## src/rtl/cp0_regfile.sv

```systemverilog
// cp0_regfile: coprocessor-0 register file for the MIPS core.
// Holds BadVAddr(8), Count(9), Compare(11), Status(12), Cause(13), EPC(14)
// and ErrorEPC(30). Applies masked MTC0 writes, runs the Count/Compare timer,
// records exception state and raises the interrupt request.
//
// Ports:
//   clk, reset          core clock, synchronous active-high reset
//   mtc0_en/addr/data   MTC0 commit strobe, register number, write value
//   mfc0_addr/data      combinational register read (no write bypass)
//   exc_*               exception taken this cycle and its recorded state
//   eret                ERET commit strobe (clears Status.EXL)
//   hw_int              level-sensitive hardware interrupt lines
//   epc/status/cause    current register values
//   int_req             enabled interrupt pending
module cp0_regfile #(
  parameter int unsigned NUM_HW_INT   = 6,
  parameter int unsigned COUNT_DIV    = 2,
  parameter logic [31:0] STATUS_RESET = 32'h0040_0000
) (
  input  logic                  clk,
  input  logic                  reset,
  input  logic                  mtc0_en,
  input  logic [4:0]            mtc0_addr,
  input  logic [31:0]           mtc0_data,
  input  logic [4:0]            mfc0_addr,
  output logic [31:0]           mfc0_data,
  input  logic                  exc_valid,
  input  logic [4:0]            exc_code,
  input  logic [31:0]           exc_pc,
  input  logic                  exc_in_delay,
  input  logic                  exc_badvaddr_valid,
  input  logic [31:0]           exc_badvaddr,
  input  logic                  eret,
  input  logic [NUM_HW_INT-1:0] hw_int,
  output logic [31:0]           epc,
  output logic [31:0]           status,
  output logic [31:0]           cause,
  output logic                  int_req
);

  localparam logic [4:0] AddrBadVAddr = 5'd8;
  localparam logic [4:0] AddrCount    = 5'd9;
  localparam logic [4:0] AddrCompare  = 5'd11;
  localparam logic [4:0] AddrStatus   = 5'd12;
  localparam logic [4:0] AddrCause    = 5'd13;
  localparam logic [4:0] AddrEpc      = 5'd14;
  localparam logic [4:0] AddrErrorEpc = 5'd30;

  localparam logic [31:0] StatusMask = 32'h0000_FF03;

  localparam int unsigned PhaseW = (COUNT_DIV > 1) ? $clog2(COUNT_DIV) : 1;
  localparam logic [PhaseW-1:0] PhaseLast = PhaseW'(COUNT_DIV - 1);

  logic [31:0]       badvaddr_q, badvaddr_d;
  logic [31:0]       count_q, count_d;
  logic [31:0]       compare_q, compare_d;
  logic [31:0]       status_q, status_d;
  logic [31:0]       epc_q, epc_d;
  logic [31:0]       errorepc_q, errorepc_d;
  logic              bd_q, bd_d;
  logic              ti_q, ti_d;
  logic [1:0]        ip_sw_q, ip_sw_d;
  logic [5:0]        ip_hw_q, ip_hw_d;
  logic [4:0]        exc_code_q, exc_code_d;
  logic [PhaseW-1:0] phase_q, phase_d;

  logic        wr_en;
  logic        eret_en;
  logic [31:0] count_inc;
  logic [7:0]  ip_all;
  logic [31:0] cause_val;

  // IP7 is shared between the top hardware line and the timer.
  assign ip_all    = {ip_hw_q[5] | ti_q, ip_hw_q[4:0], ip_sw_q};
  assign cause_val = {bd_q, ti_q, 14'b0, ip_all, 1'b0, exc_code_q, 2'b0};
  assign count_inc = count_q + 32'd1;

  // An exception in the same cycle squashes any MTC0 or ERET.
  assign wr_en   = mtc0_en & ~exc_valid;
  assign eret_en = eret & ~exc_valid;

  always_comb begin
    badvaddr_d = badvaddr_q;
    count_d    = count_q;
    compare_d  = compare_q;
    status_d   = status_q;
    epc_d      = epc_q;
    errorepc_d = errorepc_q;
    bd_d       = bd_q;
    ti_d       = ti_q;
    ip_sw_d    = ip_sw_q;
    ip_hw_d    = 6'(hw_int);
    exc_code_d = exc_code_q;
    phase_d    = phase_q;

    // Timer: a Count write reloads and restarts the divider, skipping the tick.
    if (wr_en && mtc0_addr == AddrCount) begin
      count_d = mtc0_data;
      phase_d = '0;
    end else if (phase_q == PhaseLast) begin
      phase_d = '0;
      count_d = count_inc;
      if (count_inc == compare_q) begin
        ti_d = 1'b1;
      end
    end else begin
      phase_d = phase_q + PhaseW'(1);
    end

    if (wr_en) begin
      case (mtc0_addr)
        AddrCompare: begin
          compare_d = mtc0_data;
          ti_d      = 1'b0; // clear wins over a same-cycle match
        end
        AddrStatus:   status_d   = (status_q & ~StatusMask) | (mtc0_data & StatusMask);
        AddrCause:    ip_sw_d    = mtc0_data[9:8];
        AddrEpc:      epc_d      = mtc0_data;
        AddrErrorEpc: errorepc_d = mtc0_data;
        default: ;
      endcase
    end

    if (eret_en) begin
      status_d[1] = 1'b0;
    end

    if (exc_valid) begin
      // Nested exceptions keep the original return point.
      if (!status_q[1]) begin
        epc_d = exc_in_delay ? (exc_pc - 32'd4) : exc_pc;
        bd_d  = exc_in_delay;
      end
      exc_code_d  = exc_code;
      status_d[1] = 1'b1;
      if (exc_badvaddr_valid) begin
        badvaddr_d = exc_badvaddr;
      end
    end
  end

  always_ff @(posedge clk) begin
    if (reset) begin
      badvaddr_q <= '0;
      count_q    <= '0;
      compare_q  <= '0;
      status_q   <= STATUS_RESET;
      epc_q      <= '0;
      errorepc_q <= '0;
      bd_q       <= 1'b0;
      ti_q       <= 1'b0;
      ip_sw_q    <= '0;
      ip_hw_q    <= '0;
      exc_code_q <= '0;
      phase_q    <= '0;
    end else begin
      badvaddr_q <= badvaddr_d;
      count_q    <= count_d;
      compare_q  <= compare_d;
      status_q   <= status_d;
      epc_q      <= epc_d;
      errorepc_q <= errorepc_d;
      bd_q       <= bd_d;
      ti_q       <= ti_d;
      ip_sw_q    <= ip_sw_d;
      ip_hw_q    <= ip_hw_d;
      exc_code_q <= exc_code_d;
      phase_q    <= phase_d;
    end
  end

  always_comb begin
    mfc0_data = 32'b0;
    case (mfc0_addr)
      AddrBadVAddr: mfc0_data = badvaddr_q;
      AddrCount:    mfc0_data = count_q;
      AddrCompare:  mfc0_data = compare_q;
      AddrStatus:   mfc0_data = status_q;
      AddrCause:    mfc0_data = cause_val;
      AddrEpc:      mfc0_data = epc_q;
      AddrErrorEpc: mfc0_data = errorepc_q;
      default:      mfc0_data = 32'b0;
    endcase
  end

  assign epc     = epc_q;
  assign status  = status_q;
  assign cause   = cause_val;
  assign int_req = status_q[0] & ~status_q[1] & (|(ip_all & status_q[15:8]));

endmodule

```

## config.mk

```make
export PLATFORM = sky130hd
export DESIGN_NAME = cp0_regfile
export DESIGN_NICKNAME = d
export VERILOG_FILES = /design/src/rtl/cp0_regfile.sv
export SDC_FILE = /design/constraint.sdc
export NUM_CORES = 1
export LEC_CHECK = 0
export ABC_CLOCK_PERIOD_IN_PS = 3200
export BUFFER_PORTS_ARGS = -buffer_cell sky130_fd_sc_hd__buf_2
export CAP_MARGIN = 20
export CORE_MARGIN = 10
export CORE_UTILIZATION = 35
export DETAILED_ROUTE_END_ITERATION = 10
export PLACE_DENSITY = 0.68
export SYNTH_ARGS = -nofsm -noshare
export SYNTH_HDL_FRONTEND = slang
export SYNTH_SLANG_ARGS = --single-unit
```

## constraint.sdc

```tcl
create_clock -name clk -period 3.2 [get_ports clk]
set_input_delay 0.48 -clock clk [delete_from_list [all_inputs] [get_ports clk]]
set_output_delay 0.48 -clock clk [all_outputs]
set_load 0.01 [all_outputs]
```

==> out/results.ini <==
[run_status]
status = finished clean

[sta]
post-route-min-period_ps = 2950
fin_ws_ps = 248
min_period_over_period_pct = 92.2
fin_hold_ws_ps = 243
fmaxAchievable_ghz = 0.339
worst_pin_slew_ps = 909
relSlewSlack_pct = 39.4
hold_viol_final = 0
fin_skew_ps = 9.12
slew_viol_final = 0
rsz0062_at_grt = no
tns_ps = 0
setup_viol = 0

[clock_tree]
clk_transition_reported_paths_ps = 80
clk_latency_ps = 440
holdBufCountCts = 0
h-tree-depth = 4
cts_buffers = 17
clockRootBuffer = clkbuf_16
cts_tree = done
clock_path_buffers = 2
numClockSinks = 186

[drt]
ant_nets = 0
routedWlPerCell_um = 21.3
via_count = 10300
firstDrtPassIters = 10
drt_iter0_drc = 1289
drcViolationCount = 0
vias_per_cell = 5.52
wl_mm = 39.8

[setup_path]
worstPathRequired_ps = 3590
endpoint_kind = register
crit_type = register to register
critical_path.max_fanout = 8
critPathArrivalTime_ps = 3350
start_kind = register

[power_and_ir_drop]
seqPwrFrac_pct = 47.4
comb_power_share_pct = 10.4
cellPowerDensity_nw_per_um2 = 426
ir_drop_uv = 426
clock_power_share_pct = 42.2
p_int_mw = 3.71
p_sw_mw = 1.47
swShare_pct = 28.4
p_leak_nw = 4.91

[placement]
dp_hpwl_mm = 30.2
pre_cts_slack_ps = 286
dp.cells = 1833
port_buffers = 213
gp_congestion = 0.917

[synthesis]
async_reset_ff_share_pct = 0
synth.distinct_cells = 59
syn_inst = 1306
synth_edf_count = 0
yosysTopAreaCell = dfxtp_1
netlist_top_cells_area = dfxtp_1 36%, nand2_1 9.1%, mux2i_1 5.2%
synth_top_area_share_pct = 36.4
syn_avg_cell_area_um2 = 7.83
syn_area_um2 = 10200
ys_ff_latch = 186
yosys_warnings = 0
ys_seq_area_share_pct = 36.4
synth-main-ff-cell = dfxtp_1

[floorplan]
initial_core_util_pct = 35.5
dieHeight_um = 191
fp.coreArea_um2 = 28800
io_pins = 253
die_x_um = 191
die_area_um2 = 36400
rows = 62

[global_route]
antenna_found_initial = 9
grt_pass1_vias = 9924
track_usage_pct = 21.0
grt_max_degree = 85
grt.overflow.total = 0
grt_pass1_wl_mm = 59.8

[flow_run]
maxCapViolCount = 0

[final_layout]
final_util_pct = 42.3
area_growth_pct = 19.1
nNetsFinal = 1594
nFillCells = 2886
drive_gt1_share_pct = 20.5
instances_no_fill = 1871

[min_path]
min_path_type = primary input to register

[flip-flops by register name, indices dropped and copies added, names as in the netlist]
signal,count
badvaddr_q,32
errorepc_q,32
count_q,32
compare_q,32
bd_q,1
ti_q,1
status,10
ip_hw_q,6
phase_q,1
epc,32
exc_code_q,5
ip_sw_q,2
[cell usage in the layout (no fill, tap or decap), types with 9 or more instances in the layout]
master	synthesis	routed
a211oi_1	59	59
a21oi_1	103	103
a222oi_1	23	23
a22oi_1	59	59
buf_2	4	212
buf_4	48	31
clkbuf_16	0	17
conb_1	2	39
dfxtp_1	186	186
inv_1	10	10
mux2i_1	53	53
nand2_1	249	249
nand3_1	39	39
nand3b_1	9	9
nand4_1	12	12
nor2_1	120	115
nor3_1	18	17
nor4_1	10	9
o21ai_0	19	19
xnor2_1	48	48
xor2_1	44	44
[power groups by stage]
stage	combinational (mW)	clock, mW	sequential [mW]
6_report	0.539	2.18	2.46
5_1_grt	0.586	2.31	2.46
4_1_cts	0.535	2.21	2.45
3_5_place_dp	0.533	0	2.51
3_3_place_gp	0.528	0	2.51
2_1_floorplan	0.301	0	2.50
[timing repair]
item | 4_1_cts | 5_1_grt
gates resized for setup | 0 | 2
setup buffers | 0 | 0
endpoints found under the setup margin | 0 | 1
[critical path: stages (launching register included)]
cell and delay [ps]:
dfxtp_1 480, ha_1 300, nand3_1 250, or3_1 450, nor3_1 210, xnor2_1 160, nand4_1 100, or4_1 490
a2111oi_2 290, a31o_1 170
[synth_stat cells (4+ instances only)]
cell type  count
nand3_1       39
dfxtp_1      186
nor2b_1        8
mux2i_1       53
buf_1          5
a311oi_1       7
and3_1         7
or3_1          9
xnor2_1       48
and4_1         4
buf_2          4
xor2_1        44
nand2_1      249
o21ai_0       19
a22oi_1       59
nor3b_1        8
nor2_1       120
buf_4         48
or4_1          7
a211oi_1      59
nand4_1       12
clkbuf_1      84
a21oi_1      103
inv_1         10
and2_1         4
nor3_1        18
nand3b_1       9
nand2b_1       8
a222oi_1      23
nor4_1        10
[per-stage QoR]
stage	area [um2]	power (mW)
2_1_floorplan	10400	2.80
3_3_place_gp	11500	3.03
3_5_place_dp	11500	3.04
4_1_cts	12100	5.20
5_1_grt	12200	5.36
6_report	12200	5.18
[per-layer routing]
layer | share of wire (%) | wire [um] | track usage (%)
met1 | 43 | 17100 | 28.2
met2 | 46 | 18100 | 32.1
met3 | 9.1 | 3620 | 5.21
met4 | 2.4 | 966 | 7.30
met5 | 0.018 | 7 | 0
[area by class of cell]
class / count / area, um2 / share of cell area [%]
Multi-Input combinational cell: 1004 / 5910 / 48.6
Sequential cell: 186 / 3720 / 30.6
Timing Repair Buffer: 249 / 1410 / 11.5
Tap cell: 384 / 480 / 3.95
Clock buffer: 18 / 429 / 3.53
Clock inverter: 14 / 169 / 1.39
Inverter: 10 / 37.5 / 0.308
Antenna cell: 6 / 15.0 / 0.123
[path summary, 6_finish.rpt]
kind                                                  start  slack, ps                          end  cells past startpoint
worst max-delay path                count_q[0]$_SDFFE_PP0P_        250              ti_q$_SDFF_PP0_                      9
worst min register to register  errorepc_q[21]$_SDFFE_PP0P_        450  errorepc_q[21]$_SDFFE_PP0P_                      2
worst max register to register      count_q[0]$_SDFFE_PP0P_        250              ti_q$_SDFF_PP0_                      9
worst min-delay path                              hw_int[0]        240        ip_hw_q[0]$_SDFF_PP0_                      2
[logic make-up after synthesis]
| kind of cell | Yosys count | synth area share, % |
|---|---|---|
| simple gates | 527 | 23.5 |
| compound gates | 291 | 19.2 |
| flops | 186 | 36.4 |
| buf+inv | 153 | 7.46 |
| xor+xnor | 92 | 7.88 |
| mux | 53 | 5.19 |
| fa+ha+maj | 2 | 0.245 |
| other cells | 2 | 0.0735 |
No activity file was read; power rests on OpenSTA's default activity.
